[src/rtl/sv39_unified_tlb.sv]
// Fully associative Sv39 TLB holding 4K/2M/1G and error entries in one array.
// Lookup result is registered one cycle after the request. Page size codes: 0 = KILO, 1 = MEGA, 2 = GIGA.
`ifndef SV39_PAGESIZE_KILO
`define SV39_PAGESIZE_KILO 2'd0
`endif
`ifndef SV39_PAGESIZE_MEGA
`define SV39_PAGESIZE_MEGA 2'd1
`endif
`ifndef SV39_PAGESIZE_GIGA
`define SV39_PAGESIZE_GIGA 2'd2
`endif

module sv39_tlb_entry_cmp #(
    parameter int ASID_W = 16
) (
    input  logic                                  ent_valid,
    input  logic                                  ent_err,
    input  logic [1:0]                            ent_size,
    input  logic [26:0]                           ent_vpn,
    input  logic [((ASID_W > 0) ? ASID_W : 1)-1:0] ent_asid,
    input  logic                                  ent_g,
    input  logic [26:0]                           access_vpn,
    input  logic [((ASID_W > 0) ? ASID_W : 1)-1:0] access_asid,
    input  logic [1:0]                            update_size,
    input  logic [26:0]                           update_vpn,
    input  logic [((ASID_W > 0) ? ASID_W : 1)-1:0] update_asid,
    input  logic                                  flush_vpn_en,
    input  logic                                  flush_asid_en,
    input  logic [26:0]                           flush_vpn,
    input  logic [((ASID_W > 0) ? ASID_W : 1)-1:0] flush_asid,
    output logic                                  lookup_hit,
    output logic                                  update_same,
    output logic                                  flush_hit
);
    localparam bit USE_ASID = (ASID_W > 0);

    function automatic logic tag_eq(input logic [1:0] size, input logic [26:0] a, input logic [26:0] b);
        case (size)
            `SV39_PAGESIZE_MEGA: tag_eq = (a[26:9] == b[26:9]);
            `SV39_PAGESIZE_GIGA: tag_eq = (a[26:18] == b[26:18]);
            default:             tag_eq = (a == b);
        endcase
    endfunction

    logic g_eff;
    logic acc_asid_eq, upd_asid_eq, fl_asid_eq;

    // Error entries never behave as global.
    assign g_eff       = ent_g & ~ent_err;
    assign acc_asid_eq = !USE_ASID || (ent_asid == access_asid);
    assign upd_asid_eq = !USE_ASID || (ent_asid == update_asid);
    assign fl_asid_eq  = !USE_ASID || (ent_asid == flush_asid);

    assign lookup_hit  = ent_valid & tag_eq(ent_size, ent_vpn, access_vpn) & (g_eff | acc_asid_eq);
    assign update_same = ent_valid & (ent_size == update_size) &
                         tag_eq(update_size, ent_vpn, update_vpn) & upd_asid_eq;
    assign flush_hit   = ent_valid &
                         (!flush_vpn_en || tag_eq(ent_size, ent_vpn, flush_vpn)) &
                         (!flush_asid_en || (fl_asid_eq && !g_eff));
endmodule

module sv39_unified_tlb #(
    parameter int ENTRIES = 16,
    parameter int ASID_W  = 16,
    parameter int PPN2_W  = 26
) (
    input  logic                                  clk_i,
    input  logic                                  arst_i,
    input  logic                                  access_valid_i,
    input  logic [26:0]                           access_vpn_i,
    input  logic [((ASID_W > 0) ? ASID_W : 1)-1:0] access_asid_i,
    output logic                                  access_valid_o,
    output logic                                  access_miss_o,
    output logic                                  access_multihit_o,
    output logic                                  access_error_o,
    output logic [7:0]                            access_pte_o,
    output logic [PPN2_W-1:0]                     access_ppn2_o,
    output logic [8:0]                            access_ppn1_o,
    output logic [8:0]                            access_ppn0_o,
    input  logic                                  update_valid_i,
    input  logic                                  update_errpage_i,
    input  logic [1:0]                            update_pagesize_i,
    input  logic [26:0]                           update_vpn_i,
    input  logic [((ASID_W > 0) ? ASID_W : 1)-1:0] update_asid_i,
    input  logic [PPN2_W-1:0]                     update_ppn2_i,
    input  logic [8:0]                            update_ppn1_i,
    input  logic [8:0]                            update_ppn0_i,
    input  logic [7:0]                            update_pte_i,
    input  logic                                  flush_i,
    input  logic                                  flush_vpn_en_i,
    input  logic                                  flush_asid_en_i,
    input  logic [26:0]                           flush_vpn_i,
    input  logic [((ASID_W > 0) ? ASID_W : 1)-1:0] flush_asid_i
);
    localparam int AW = (ASID_W > 0) ? ASID_W : 1;
    localparam int IW = $clog2(ENTRIES);

    typedef struct packed {
        logic              err;
        logic [1:0]        size;
        logic [26:0]       vpn;
        logic [AW-1:0]     asid;
        logic [PPN2_W-1:0] ppn2;
        logic [8:0]        ppn1;
        logic [8:0]        ppn0;
        logic [7:0]        pte;
    } tlb_entry_t;

    tlb_entry_t         ent_q [ENTRIES];
    logic [ENTRIES-1:0] ent_vld;
    logic [IW-1:0]      rr_ptr_q;

    logic [ENTRIES-1:0] lk_hit, upd_same, fl_hit;

    for (genvar e = 0; e < ENTRIES; e++) begin : g_ent
        sv39_tlb_entry_cmp #(.ASID_W(ASID_W)) u_cmp (
            .ent_valid     (ent_vld[e]),
            .ent_err       (ent_q[e].err),
            .ent_size      (ent_q[e].size),
            .ent_vpn       (ent_q[e].vpn),
            .ent_asid      (ent_q[e].asid),
            .ent_g         (ent_q[e].pte[5]),
            .access_vpn    (access_vpn_i),
            .access_asid   (access_asid_i),
            .update_size   (update_pagesize_i),
            .update_vpn    (update_vpn_i),
            .update_asid   (update_asid_i),
            .flush_vpn_en  (flush_vpn_en_i),
            .flush_asid_en (flush_asid_en_i),
            .flush_vpn     (flush_vpn_i),
            .flush_asid    (flush_asid_i),
            .lookup_hit    (lk_hit[e]),
            .update_same   (upd_same[e]),
            .flush_hit     (fl_hit[e])
        );
    end

    // Only a single hit feeds the payload, so OR-reducing masked fields is a mux.
    logic              sel_err;
    logic [1:0]        sel_size;
    logic [PPN2_W-1:0] sel_ppn2;
    logic [8:0]        sel_ppn1, sel_ppn0;
    logic [7:0]        sel_pte;

    always_comb begin
        sel_err  = 1'b0;
        sel_size = '0;
        sel_ppn2 = '0;
        sel_ppn1 = '0;
        sel_ppn0 = '0;
        sel_pte  = '0;
        for (int i = 0; i < ENTRIES; i++) begin
            if (lk_hit[i]) begin
                sel_err  = sel_err  | ent_q[i].err;
                sel_size = sel_size | ent_q[i].size;
                sel_ppn2 = sel_ppn2 | ent_q[i].ppn2;
                sel_ppn1 = sel_ppn1 | ent_q[i].ppn1;
                sel_ppn0 = sel_ppn0 | ent_q[i].ppn0;
                sel_pte  = sel_pte  | ent_q[i].pte;
            end
        end
    end

    logic any_hit, multi_hit, res_ok, res_err, is_mega, is_giga;
    assign any_hit   = |lk_hit;
    assign multi_hit = |(lk_hit & (lk_hit - ENTRIES'(1)));
    assign res_ok    = any_hit & ~multi_hit & ~sel_err;
    assign res_err   = any_hit & ~multi_hit & sel_err;
    assign is_mega   = (sel_size == `SV39_PAGESIZE_MEGA);
    assign is_giga   = (sel_size == `SV39_PAGESIZE_GIGA);

    // Victim: same-key entry, else lowest free slot, else round-robin pointer.
    logic          same_found, free_found, use_ptr;
    logic [IW-1:0] same_idx, free_idx, victim;

    always_comb begin
        same_found = 1'b0;
        same_idx   = '0;
        free_found = 1'b0;
        free_idx   = '0;
        for (int i = ENTRIES - 1; i >= 0; i--) begin
            if (upd_same[i]) begin
                same_found = 1'b1;
                same_idx   = IW'(i);
            end
            if (!ent_vld[i]) begin
                free_found = 1'b1;
                free_idx   = IW'(i);
            end
        end
    end

    assign use_ptr = ~same_found & ~free_found;
    assign victim  = same_found ? same_idx : (free_found ? free_idx : rr_ptr_q);

    tlb_entry_t upd_ent;
    always_comb begin
        upd_ent      = '0;
        upd_ent.err  = update_errpage_i;
        upd_ent.size = update_pagesize_i;
        upd_ent.vpn  = update_vpn_i;
        upd_ent.asid = update_asid_i;
        if (!update_errpage_i) begin
            upd_ent.ppn2 = update_ppn2_i;
            upd_ent.ppn1 = update_ppn1_i;
            upd_ent.ppn0 = update_ppn0_i;
            upd_ent.pte  = update_pte_i;
        end
    end

    always_ff @(posedge clk_i or posedge arst_i) begin
        if (arst_i) begin
            ent_vld  <= '0;
            rr_ptr_q <= '0;
            for (int i = 0; i < ENTRIES; i++) ent_q[i] <= '0;
        end else if (flush_i) begin
            ent_vld <= ent_vld & ~fl_hit;
        end else if (update_valid_i) begin
            ent_vld[victim] <= 1'b1;
            ent_q[victim]   <= upd_ent;
            if (use_ptr) rr_ptr_q <= rr_ptr_q + IW'(1);
        end
    end

    always_ff @(posedge clk_i or posedge arst_i) begin
        if (arst_i) begin
            access_valid_o    <= 1'b0;
            access_miss_o     <= 1'b0;
            access_multihit_o <= 1'b0;
            access_error_o    <= 1'b0;
            access_pte_o      <= '0;
            access_ppn2_o     <= '0;
            access_ppn1_o     <= '0;
            access_ppn0_o     <= '0;
        end else if (access_valid_i && !flush_i) begin
            access_valid_o    <= 1'b1;
            access_miss_o     <= ~any_hit;
            access_multihit_o <= multi_hit;
            access_error_o    <= res_err;
            access_pte_o      <= res_ok ? sel_pte : '0;
            access_ppn2_o     <= res_ok ? sel_ppn2 : '0;
            access_ppn1_o     <= !res_ok ? '0 : (is_giga ? access_vpn_i[17:9] : sel_ppn1);
            access_ppn0_o     <= !res_ok ? '0 : ((is_mega || is_giga) ? access_vpn_i[8:0] : sel_ppn0);
        end else begin
            access_valid_o    <= 1'b0;
            access_miss_o     <= 1'b0;
            access_multihit_o <= 1'b0;
            access_error_o    <= 1'b0;
            access_pte_o      <= '0;
            access_ppn2_o     <= '0;
            access_ppn1_o     <= '0;
            access_ppn0_o     <= '0;
        end
    end
endmodule
[config.mk]
export PLATFORM = sky130hd
export DESIGN_NAME = sv39_unified_tlb
export DESIGN_NICKNAME = d
export VERILOG_FILES = /design/src/rtl/sv39_unified_tlb.sv
export SDC_FILE = /design/constraint.sdc
export NUM_CORES = 2
export LEC_CHECK = 0
export ABC_AREA = 0
export CORE_MARGIN = 10
export CORE_UTILIZATION = 35
export CTS_CLUSTER_SIZE = 28
export DETAILED_ROUTE_END_ITERATION = 10
export PLACE_DENSITY = 0.51
export SLEW_MARGIN = 20
export SYNTH_ARGS = -nofsm -noshare
export SYNTH_HDL_FRONTEND = slang
export SYNTH_SLANG_ARGS = --single-unit
export TNS_END_PERCENT = 5
[constraint.sdc]
create_clock -name clk_i -period 55.4 [get_ports clk_i]
set_input_delay 11.08 -clock clk_i [delete_from_list [all_inputs] [get_ports clk_i]]
set_output_delay 11.08 -clock clk_i [all_outputs]
set_load 0.01 [all_outputs]
==> flow_metrics.env <==
export IMPL_grt_pass1_wl_mm=515.9
export IMPL_yosysTopAreaCell="dfrtp_1"
export IMPL_worstSkewPairLatency_ps=890
export IMPL_port_buffers=246
export IMPL_yosysSeqAreaShare_pct=44.36
export IMPL_arrival_ps=19100
export IMPL_comb_power_share_pct=19.1
export IMPL_routed_wl_mm=364.0
export IMPL_die_x_um=534.8
export IMPL_drv_slew=0
export IMPL_synth_edff_count=0
export IMPL_netlist_cell_type_count=75
export IMPL_skew_ps=94.93
export IMPL_crit_top_cell="buf_4"
export IMPL_seqPwrFrac_pct=43.5
export IMPL_overflow=0
export IMPL_setup_worst_path_start="update_pagesize_i[0]"
export IMPL_max_stage_delay_ps=1080
export IMPL_power_switching_mw=1.074
export IMPL_dp_cells=11120
export IMPL_path_cells="clkdlybuf4s50_1 > buf_4 > clkinv_1 > ha_1 > inv_1 > nand2_1 > o31ai_1 > nand4_1 > o21ai_0 > nor4_1 > nand3_1 > o2bb2ai_1 > and2b_1 > nor3b_4 > buf_4 > buf_4 > mux2_2"
export IMPL_maxCapViolCount=0
export IMPL_synthArstFlopShare_pct=100.0
export IMPL_rsz0062_at_grt="no"
export IMPL_grt_usage_pct=24.55
export IMPL_pin_count=247
export IMPL_clock_root_buffer="clkbuf_16"
export IMPL_startpoint_type="input pin"
export IMPL_regArea_um2=41140
export IMPL_syn_avg_cell_area_um2=11.87
export IMPL_ys_ff_latch=1644
export IMPL_synth_area_leaders="dfrtp_1, mux2_2, xnor2_1, xor2_1, nand4_1"
export IMPL_syn_num_nets=8042
export IMPL_setup_viol=0
export IMPL_grt_max_degree=183
export IMPL_min_period_ps=18340
export IMPL_cpMaxStageDelayCell="ha_1"
export IMPL_p_sw_share_pct=30.68
export IMPL_ys_flop_type="dfrtp_1"
export IMPL_cts_resized=0
export IMPL_die_area_um2=286000
export IMPL_finalCritPeriodShare_pct=33.10
export IMPL_drive_gt1_share_pct=26.20
export IMPL_critPathMaxFanout=58
export IMPL_max_slew_margin_pct=16.76
export IMPL_worstReg2RegEnd="access_ppn0_o[5]"
export IMPL_ys_warn_count=0
export IMPL_peakVddDrop_mv=0.03501
export IMPL_htreeDepth=4
export IMPL_floorplan_initialDensity_pct=35.27
export IMPL_die_h_um=534.8
export IMPL_hpwl_mm=225.8
export IMPL_rows=188
export IMPL_ant_nets=0
export IMPL_p_per_area_nw_per_um2=33.50
export IMPL_tritoncts_num_buffers=190
export IMPL_grt_antenna_before_repair=35
export IMPL_cts_path_max_buffers=3
export IMPL_finalInstanceArea_um2=104500
export IMPL_reg2reg_depth=18
export IMPL_p_clk_share_pct=37.4
export IMPL_hold_violations=0
export IMPL_post_cts_setup_buffers=0
export IMPL_hp_class="flop to flop"
export IMPL_via_per_inst=5.770
export IMPL_worst_setup_path_type="input pin to flop"
export IMPL_syn_inst=7815
export IMPL_nets=8027
export IMPL_crit_path_end_kind="flop"
export IMPL_drt_iter0_drc=6581
export IMPL_p_leak_nw=45.86
export IMPL_num_vias=66230
export IMPL_multi_input_area_um2=48160
export IMPL_synth_top_area_share_pct=44.36
export IMPL_grt_pass1_vias=67540
export IMPL_core_area_um2=263000
export IMPL_syn2layout_area_growth_pct=12.69
export IMPL_fillers=25380
export IMPL_cts_tree="built"
export IMPL_fin_util_pct=39.74
export IMPL_cts_sinks=1644
export IMPL_tightest_slew_ps=1249
export IMPL_status="finished, final reports clean"
export IMPL_syn_cell_area_um2=92740
export IMPL_critical_path_endpoint="ent_q[904]"
export IMPL_p_int_mw=2.427
export IMPL_drc=0
export IMPL_gp_congestion=0.9263
export IMPL_place_area_um2=97890
export IMPL_setup_tns_final_ps=0
export IMPL_r2r_start="ent_q[95]"
export IMPL_cp_required_ps=56160
export IMPL_clk_pin_slew_ps=60
export IMPL_fin_cells=11480
export IMPL_total_power_mw=3.501
export IMPL_r2r_setup_slack_ps=48220
export IMPL_postCtsHoldBufs=0
export IMPL_max_freq_ghz=0.05453
export IMPL_wl_per_cell_um=31.72
export IMPL_dr_pass1_iters=6
[per-stage QoR]
stage	hold slack, ps	setup slack, ps
final	484.6	37060
after detailed placement	474.4	36330
after floorplan	446.2	21530
after global routing	501.8	36790
after CTS	482.8	37260
after global placement	460.9	36480
[per-layer routing]
| metal | up-vias | wire (um) | share of wire [%] | GRT usage (%) |
|---|---|---|---|---|
| met3 | 811 | 25500 | 7.0 | 4.301 |
| met4 | 4 | 19840 | 5.4 | 11.52 |
| li1 | 27750 | - | - | - |
| met5 | - | 107 | 0.029 | 0 |
| met1 | 34980 | 154300 | 42 | 32.74 |
| met2 | 2684 | 164300 | 45 | 38.72 |
[worst max-delay path, delay by kind of cell]
family / cells / cell delay (ps)
buf+inv: 6 / 3430
mux: 1 / 420
fa+ha+maj: 1 / 1080
compound gates: 3 / 1020
simple gates: 6 / 1800
[state kept, by name, indices dropped and copies added (netlist names)]
signal and flops:
access_ppn2_o 26, access_miss_o 1, rr_ptr_q 4, access_ppn0_o 9, access_valid_o 1, access_error_o 1, ent_q 1568, ent_vld 16
access_pte_o 8, access_ppn1_o 9, access_multihit_o 1
[kinds of logic after synthesis]
logic type                 Yosys count  synth area share, %
AOI/OAI and AO/OA                  588                5.179
xor gates and xnor gates          2096                19.79
adders and majority gates           39               0.5181
buffers and inverters              746                4.002
DFF                               1644                44.36
muxes                             1570                19.08
and+or+nand+nor                   1132                7.072
[cell usage after synthesis (all sizes together), types with 15 or more instances]
library cell and number:
nand3 109, xnor2 1288, dfrtp 1644, nand2b 17
buf 377, nand4 346, a22oi 93, a31oi 20
o31ai 15, a22o 44, o21ai 24, nor3 68
mux2 1537, o221ai 17, nor4 247, ha 36
clkbuf 313, a222oi 124, nor2b 59, nand2 147
o22ai 26, mux2i 33, a221oi 88, nor2 63
a41oi 27, xor2 808, a21oi 47, inv 53
and3 35
[cell usage in the layout (no fill, tap or decap), drive strengths merged, types with 15 or more instances in the layout]
master | Yosys | final
a41oi | 27 | 27
nor3 | 68 | 68
o21ai | 24 | 24
nor4 | 247 | 247
and3 | 35 | 35
o31ai | 15 | 15
a221oi | 88 | 88
mux2 | 1537 | 1537
a22o | 44 | 44
o22ai | 26 | 26
a22oi | 93 | 93
dfrtp | 1644 | 1644
a31oi | 20 | 20
clkdlybuf4s50 | 0 | 187
ha | 36 | 36
xor2 | 808 | 808
buf | 377 | 296
nand4 | 346 | 346
inv | 53 | 54
a21oi | 47 | 47
mux2i | 33 | 33
clkinv | 3 | 48
o221ai | 17 | 17
nand2b | 17 | 17
nand2 | 147 | 147
nand3 | 109 | 109
clkbuf | 313 | 287
xnor2 | 1288 | 1288
nor2b | 59 | 59
a222oi | 124 | 124
nor2 | 63 | 63
[worst min path at each step]
stage,start,end,slack (ps),depth (start not counted)
after CTS,rr_ptr_q[3],rr_ptr_q[3],480,1
final,rr_ptr_q[3],rr_ptr_q[3],480,1
after floorplan,rr_ptr_q[3],rr_ptr_q[3],450,1
after global routing,rr_ptr_q[3],rr_ptr_q[3],500,1
after detailed placement,rr_ptr_q[3],rr_ptr_q[3],470,1
after global placement,rr_ptr_q[3],rr_ptr_q[3],460,1
[power by group through the flow]
stage          Clock (mW)  Sequential [mW]  Combinational (mW)
4_1_cts              1.34             1.52               0.667
5_1_grt              1.38             1.54               0.718
3_3_place_gp            0             1.53               0.651
3_5_place_dp            0             1.54               0.663
6_report             1.31             1.52               0.670
2_1_floorplan           0             1.49               0.495
[area by class of cell]
cell class	count	area share [%]
multi-input cells	5425	46.08
diodes	6	0.01437
clock inverters	62	0.8835
well taps	3515	4.208
flip-flops and latches	1644	39.36
clock buffers	287	5.368
repair buffers	483	3.878
inverters	56	0.2047
Power figures use the tool's default switching activity.
